[src/rtl/pipe_buffer_stage.sv]
// Flushable pipeline stage with valid/allowin handshake.
// DEPTH=1 acts as a stage register; larger DEPTH gives a FIFO skid buffer.
module pipe_buffer_stage #(
    parameter int WIDTH = 32,
    parameter int DEPTH = 1,
    localparam int CW = $clog2(DEPTH + 1)
) (
    input  logic             clk,
    input  logic             rst,
    input  logic             validin,
    input  logic [WIDTH-1:0] datain,
    output logic             allowin,
    input  logic             readygo,
    input  logic             cancel,
    input  logic             flush,
    input  logic             allowout,
    output logic             validout,
    output logic [WIDTH-1:0] dataout,
    output logic [CW-1:0]    count,
    output logic             valid
);

    localparam int PW = (DEPTH > 1) ? $clog2(DEPTH) : 1;

    logic [WIDTH-1:0] mem [DEPTH];
    logic [PW-1:0]    rd_ptr;
    logic [PW-1:0]    wr_ptr;
    logic             empty;
    logic             full;
    logic             push;
    logic             deq;

    // Pointers stay at 0 when there is a single entry.
    function automatic logic [PW-1:0] ptr_inc(input logic [PW-1:0] p);
        if (DEPTH == 1)
            return '0;
        else
            return p + 1'b1;
    endfunction

    assign empty    = (count == '0);
    assign full     = (count == CW'(DEPTH));
    assign valid    = ~empty;
    assign allowin  = ~full | (readygo & allowout);
    assign validout = ~empty & readygo & ~cancel & ~flush;
    assign dataout  = mem[rd_ptr];
    assign push     = validin & allowin & ~flush;
    assign deq      = ~empty & ~flush & (cancel | (readygo & allowout));

    // Occupancy: flush empties, otherwise add pushes and remove dequeues.
    always_ff @(posedge clk) begin
        if (rst || flush) begin
            count <= '0;
        end else begin
            unique case ({push, deq})
                2'b10:   count <= count + 1'b1;
                2'b01:   count <= count - 1'b1;
                default: count <= count;
            endcase
        end
    end

    // Read/write pointers, both rewound by flush.
    always_ff @(posedge clk) begin
        if (rst || flush) begin
            rd_ptr <= '0;
            wr_ptr <= '0;
        end else begin
            if (push)
                wr_ptr <= ptr_inc(wr_ptr);
            if (deq)
                rd_ptr <= ptr_inc(rd_ptr);
        end
    end

    // Entry storage; cleared on reset so dataout reads 0 afterwards.
    always_ff @(posedge clk) begin
        if (rst) begin
            for (int i = 0; i < DEPTH; i++)
                mem[i] <= '0;
        end else if (push) begin
            mem[wr_ptr] <= datain;
        end
    end

endmodule

[config.mk]
export PLATFORM = sky130hd
export DESIGN_NAME = pipe_buffer_stage
export DESIGN_NICKNAME = d
export VERILOG_FILES = /design/src/rtl/pipe_buffer_stage.sv
export SDC_FILE = /design/constraint.sdc
export NUM_CORES = 1
export LEC_CHECK = 0
export BUFFER_PORTS_ARGS = -buffer_cell sky130_fd_sc_hd__buf_4
export CORE_AREA = 3 3 65 67
export DETAILED_ROUTE_END_ITERATION = 10
export DIE_AREA = 0 0 68 70
export PLACE_DENSITY = 0.81
export SLEW_MARGIN = 10
export SYNTH_ARGS = -nofsm -noshare
export SYNTH_HDL_FRONTEND = slang
export SYNTH_SLANG_ARGS = --single-unit
[constraint.sdc]
create_clock -name clk -period 2.6 [get_ports clk]
set_input_delay 0.39 -clock clk [delete_from_list [all_inputs] [get_ports clk]]
set_output_delay 0.39 -clock clk [all_outputs]
set_load 0.01 [all_outputs]
==> summary.md, run 1 <==
| Metric | Value |
|---|---|
| Number of antenna diodes | 0 |
| CORE AREA | 3690 um2 |
| Final setup vio count | 0 |
| Synth area leader | edfxtp_1 |
| Leakage power | 0.874 nW |
| Setup_tns | 0 ns |
| Register area share after synthesis | 65.1% |
| Residual DRC | 0 |
| Largest net degree at the start of global routing | 34 |
| Final #Nets | 196 |
| Number of synthesized flops with an enable pin | 32 |
| Cell total after placement | 198 |
| Num CTS Buffers | 5 |
| Yosys cell types | 17 |
| Clock root buffer | clkbuf_8 |
| Clock transition at path regs | 0.06 ns |
| Worst slew margin | 30.0% |
| Status | finished, final reports clean |
| Main synth FF type | edfxtp_1 |
| Final setup skew | 0.00378 ns |
| IO Pins | 75 |
| Filler cells | 319 |
| Total iterations of the first detailed-routing run | 4 |
| FMAX | 0.539 GHz |
| Routed length per placed instance | 15.0 um |
| Total wire length | 3090 um |
| Post-detail-place hpwl | 2260 um |
| Crit path launch type | register |
| Rows | 22 |
| IO Port Bufs | 74 |
| H-tree Lvls | 2 |
| GRT Overall Usage | 13.9% |
| Vias in the first global route | 1,002 |
| R2R depth | 3 |
| Worst hold stages | 3 |
| Final-report max-slew violation count | 0 |
| #FFs+latches synth | 33 |
| Vias/cell | 4.62 |
| Largest cells by area after synthesis | edfxtp_1 (64%), nor3b_2 (24%), buf_8 (3.0%), nor3b_1 (1.5%), dfxtp_1 (1.3%) |
| Cell count after synthesis | 82 |
| Worst setup path class | register to output port |
| Top-count cell post-synth | edfxtp_1 |
| Fin crit share | 71.3% |
| Share of synthesized flip-flops with an asynchronous set or reset | 0% |
| Clock sink count | 33 |
| Minimum clock period | 1.85 ns |
| Post-CTS Setup Bufs | 0 |
| # hold bufs at CTS | 0 |
| Drt initial violations | 66 |
| Post-route ant nets | 0 |
| CP Max Fanout | 14 |
| Worst EP arrival | 1.46 ns |
| Sequential cell area | 981 um2 |
| CTS tree | built |
| Fin. Hold Viols | 0 |
| Initial Util | 40.9% |
| PD cells | 542 nW/um2 |
| RePlAce Congestion | 0.669 |
| Area grow syn2layout | 43.3% |
| RSZ-0062 raised after global routing | false |
| Slew @ Worst Pin | 1.05 ns |
| Average instance area after synthesis | 18.4 um2 |
| Post-CTS sizing | 0 |
| Most frequent cells after synthesis | edfxtp_1 (32), nor3b_2 (29), buf_2 (3), buf_8 (3), nor3b_1 (3) |
| Max Cap Violations | 0 |
| Die width | 68 um |
| CTS max path bufs | 2 |
| Synth warn | 0 |
| Via count | 952 |
| Area share of the largest cell type after synthesis | 63.7% |
| Data required, critical path | 2.21 ns |
| Share of layout cells above drive strength 1 | 72.8% |
| Synth Cell Area | 1510 um2 |
| Setup crit end kind | output port |
| GR Overflow Total | 0 |
| Initial antenna violation count | 0 |
| Fin cells | 206 |
| Clk_lat worst skew | 0.28 ns |
| First-pass GRT wire length | 4720 um |
| Worst IR drop on VDD | 0.302 mV |
| Multi-input gate area in the final layout | 463 um2 |
| Tightest Hold Check Type | input pin to register |
| Die Ht | 70 um |
| Syn_nets | 121 |
| Die ar. | 4760 um2 |
-- metrics by stage --
step / worst slack, ns / total power [mW] / cell area [um2] / util (%) / hold WS, ns
finish: 0.746 / 1.17 / 2160 / 58.6 / 0.407
global route: 0.635 / 1.23 / 2160 / 58.6 / 0.414
CTS: 0.736 / 1.18 / 2160 / 58.6 / 0.402
detailed placement: 0.723 / 0.825 / 2080 / 56.3 / 0.706
global placement: 0.789 / 0.819 / 2080 / 56.3 / 0.671
floorplan: 0.532 / 0.719 / 1510 / - / 0.570
-- final timing paths --
check	from	end	slack (ns)
worst max-delay path	count$_SDFFE_PP0P_	allowin	0.75
worst min-delay path	cancel	count$_SDFFE_PP0P_	0.41
worst max register to register	count$_SDFFE_PP0P_	mem[0][12]$_SDFFCE_PN0P_	0.84
worst min register to register	count$_SDFFE_PP0P_	count$_SDFFE_PP0P_	0.76
-- cells in the final DEF, fill, tap and decap left out --
cell,Yosys,routed
clkinv_2,0,2
or3b_2,0,1
inv_1,1,1
mux2i_1,1,1
buf_4,1,76
clkbuf_8,0,5
nand2b_1,1,1
o21bai_4,0,1
nor3_1,1,1
or3_1,1,1
clkbuf_1,0,1
nor3b_2,29,29
dfxtp_1,1,1
nor3b_1,3,3
edfxtp_1,32,32
a21boi_4,0,1
nand2_1,1,1
-- report_power, final --
| part | internal [mW] | switching, mW |
|---|---|---|
| logic | 0.100 | 0.0769 |
| clock network | 0.185 | 0.176 |
| registers | 0.622 | 0.0113 |
| total | 0.907 | 0.264 |
-- layout make-up --
cell class,instances,share of cell area [%]
clock buffer,6,3.36
clock inverter,2,0.463
inverter,1,0.174
multi-input combinational,40,21.4
sequential,33,45.4
tap,48,2.78
timing repair buffer,76,26.4
-- flip-flops by register name (all words and copies together), names as in the netlist --
signal / count
count: 1
mem: 32
-- kinds of logic after synthesis --
group,Yosys count,synth area share (%)
flip-flops,33,65.1
AO/OA/AOI/OAI,2,1.24
multiplexers,1,0.664
buffers and inverters,9,5.48
AND/OR/NAND/NOR,37,27.6
-- critical path: stages, from the launching register on --
cell,delay (ns)
dfxtp_1,0.39
a21boi_4,0.54
inv_1,0.09
buf_4,0.16
-- routing by layer --
| metal | part of all wire (%) | global-route usage [%] |
|---|---|---|
| met5 | 0 | 0 |
| met4 | 1.8 | 5.96 |
| met2 | 51 | 22.1 |
| met1 | 37 | 15.9 |
| met3 | 10 | 5.95 |
No activity file was read; power rests on OpenSTA's default activity.
==> run 2: changes to the inputs <==
--- a/config.mk
+++ b/config.mk
@@ -6,10 +6,10 @@
 export NUM_CORES = 1
 export LEC_CHECK = 0
 export BUFFER_PORTS_ARGS = -buffer_cell sky130_fd_sc_hd__buf_4
-export CORE_AREA = 3 3 65 67
+export CORE_AREA = 3 3 62 64
 export DETAILED_ROUTE_END_ITERATION = 10
-export DIE_AREA = 0 0 68 70
-export PLACE_DENSITY = 0.81
+export DIE_AREA = 0 0 65 67
+export PLACE_DENSITY = 0.84
 export SLEW_MARGIN = 10
 export SYNTH_ARGS = -nofsm -noshare
 export SYNTH_HDL_FRONTEND = slang
==> constraint.sdc (replaced) <==
create_clock -name clk -period 1.71 [get_ports clk]
set_input_delay 0.2565 -clock clk [delete_from_list [all_inputs] [get_ports clk]]
set_output_delay 0.2565 -clock clk [all_outputs]
set_load 0.01 [all_outputs]
==> run 2 against run 1 <==
  * Critical path depth fell by 1
  * Setup slack lost 0.63 ns
  * Cell area grew 0.98%
  * Clock skew up 0.0039 ns
  * Sequential share of layout area fell by 0.39 points
  * Critical endpoint is now mem[0][28]$_SDFFCE_PN0P_
  * Largest cell class unchanged
  * Largest power group unchanged
==> summary.md, run 2 (synthesis results as in run 1) <==
| Metric | Value |
|---|---|
| PD cells | 744 nW/um2 (+37%) |
| Final setup skew | 0.00769 ns (+0.00391 ns) |
| Number of antenna diodes | 0 (unchanged) |
| Total iterations of the first detailed-routing run | 4 (unchanged) |
| Initial antenna violation count | 0 (unchanged) |
| CTS max path bufs | 2 (unchanged) |
| Via count | 976 (+2.5%) |
| Residual DRC | 0 (unchanged) |
| CORE AREA | 3340 um2 (-9.5%) |
| Worst slew margin | 39.5% (+9.5 points) |
| Rows | 21 (-4.5%) |
| Minimum clock period | 1.60 ns |
| Worst IR drop on VDD | 0.345 mV (+14%) |
| Post-detail-place hpwl | 2130 um (-5.8%) |
| Reg-to-Reg End | mem[0][28]$_SDFFCE_PN0P_ |
| Worst hold stages | 3 (unchanged) |
| Most frequent cells in the layout | buf_4 (77), edfxtp_1 (32), nor3b_2 (29), clkbuf_4 (5), nor3b_1 (3) |
| Post-route ant nets | 0 (unchanged) |
| Final #Nets | 199 (+1.5%) |
| Leakage power | 0.883 nW (+1.0%) |
| Fin. Hold Viols | 0 (unchanged) |
| Final setup vio count | 0 (unchanged) |
| Most common cell after layout, fill and taps aside | buf_4 |
| Reg2reg start | count$_SDFFE_PP0P_ |
| Final-report max-slew violation count | 0 (unchanged) |
| Area grow syn2layout | 44.7% |
| Setup_tns | 0 ns (unchanged) |
| RePlAce Congestion | 0.668 (-0.10%) |
| Setup crit end kind | register |
| Status | finished, final reports clean |
| Reg with most FFs | mem |
| Clock sink count | 33 (unchanged) |
| Setup ws final | 0.113 ns (-0.633 ns) |
| Die Ht | 67 um (-4.3%) |
| Share of layout cells above drive strength 1 | 73.1% (+0.34 points) |
| Worst setup path class | register to register |
| Die width | 65 um (-4.4%) |
| H-tree Lvls | 2 (unchanged) |
| Vias/cell | 4.74 (+2.5%) |
| Filler cells | 258 (-19%) |
| R2R depth | 2 (-1) |
| Routed length per placed instance | 15.3 um (+1.7%) |
| First-pass GRT wire length | 4710 um (-0.15%) |
| Drt initial violations | 32 (-52%) |
| IO Pins | 75 (unchanged) |
| Total wire length | 3150 um (+1.7%) |
| Worst EP arrival | 1.55 ns (+0.09 ns) |
| Crit path launch type | register |
| Max FFs per register | 32 (unchanged) |
| GR Overflow Total | 0 (unchanged) |
| Num CTS Buffers | 5 (unchanged) |
| Tot Pwr | 1.62 mW (+39%) |
| FMAX | 0.626 GHz |
| Largest net degree at the start of global routing | 33 (-2.9%) |
| GRT Overall Usage | 15.1% (+1.2 points) |
| Initial Util | 45.2% (+4.3 points) |
| CP Max Fanout | 32 (+18) |
| Die ar. | 4360 um2 (-8.5%) |
| Max Cap Violations | 0 (unchanged) |
| IO Port Bufs | 74 (unchanged) |
| Dpl ws | 0.00930 ns (-0.714 ns) |
| Biggest regs | mem: 32 flops, count: 1 flops |
| Fin crit share | 93.4% |
| Vias in the first global route | 984 (-1.8%) |
| Clock transition at path regs | 0.10 ns (+0.04 ns) |
| RSZ-0062 raised after global routing | false |
| Reg2reg setup slack | 0.11 ns (-0.73 ns) |
| Hold Slack | 0.203 ns (-0.204 ns) |
| Tightest Hold Check Type | input pin to register |
| Clk_lat worst skew | 0.32 ns (+0.04 ns) |
| Data required, critical path | 1.66 ns (-0.55 ns) |
| Clock root buffer | clkbuf_4 |
| Hold path startpoint | cancel |
| Slew @ Worst Pin | 0.906 ns (-0.144 ns) |
| CTS tree | built |
| Hold endpoint | count$_SDFFE_PP0P_ |
## run 2: changes by cell type in the layout (fill, tap and decap cells not counted)
cell | previous run | this run
buf_12 | 0 | 1
buf_4 | 76 | 77
bufbuf_16 | 0 | 1
clkbuf_4 | 0 | 5
clkbuf_8 | 5 | 0
clkinv_1 | 0 | 1
clkinv_2 | 2 | 0
dfxtp_1 | 1 | 0
dfxtp_2 | 0 | 1
## run 2: through the flow
step           cell area (um2)  std cells  util (%)
2_1_floorplan             1520         82         -
3_3_place_gp              2080        197      62.4
3_5_place_dp              2080        197      62.4
4_1_cts                   2170        205      65.1
5_1_grt                   2180        206      65.4
6_report                  2180        206      65.4
## run 2: final cells by class
cell class,count,area [um2],share of cell area [%]
tap,46,57.6,2.64
inverter,1,3.75,0.172
clock buffer,6,41.3,1.89
clock inverter,1,3.75,0.172
multi-input combinational,40,463,21.2
sequential,33,982,45.0
timing repair buffer,79,631,28.9
## run 2: how the worst max path moves through the flow
stage                                   from                       end  slack (ns)
after floorplan           count$_SDFFE_PP0P_   mem[0][0]$_SDFFCE_PN0P_        0.01
after global placement                 flush  mem[0][27]$_SDFFCE_PN0P_        0.06
after detailed placement               flush  mem[0][23]$_SDFFCE_PN0P_       0.009
after CTS                 count$_SDFFE_PP0P_                   allowin        0.02
after global routing      count$_SDFFE_PP0P_  mem[0][17]$_SDFFCE_PN0P_        0.01
final                     count$_SDFFE_PP0P_  mem[0][28]$_SDFFCE_PN0P_        0.11
## run 2: per-layer routing
metal  up-vias  track usage (%)  part of all wire, %
li1        465                -                    -
met1       455             15.2                   34
met2        49             27.7                   56
met3         7             5.73                  9.0
met4         0             6.33                  1.7
met5         -                0                    0
## run 2: what timing repair did
item / in CTS / in global routing
gates cloned: 1 / 0
resized for setup: 3 / 1
buffers inserted: 0 / 1
setup endpoints to repair: 1 / 33
hold buffers: 0 / 0
## run 2: power by group
part | internal, mW | switching (mW) | total [mW]
Sequential | 0.944 | 0.0157 | 0.960
Combinational | 0.164 | 0.118 | 0.282
Clock | 0.149 | 0.233 | 0.382
Total | 1.26 | 0.367 | 1.62
## run 2: critical path, stage by stage, from the launching register on
cell and delay [ns]:
dfxtp_2 0.35, a21boi_4 0.16, o21bai_4 0.71
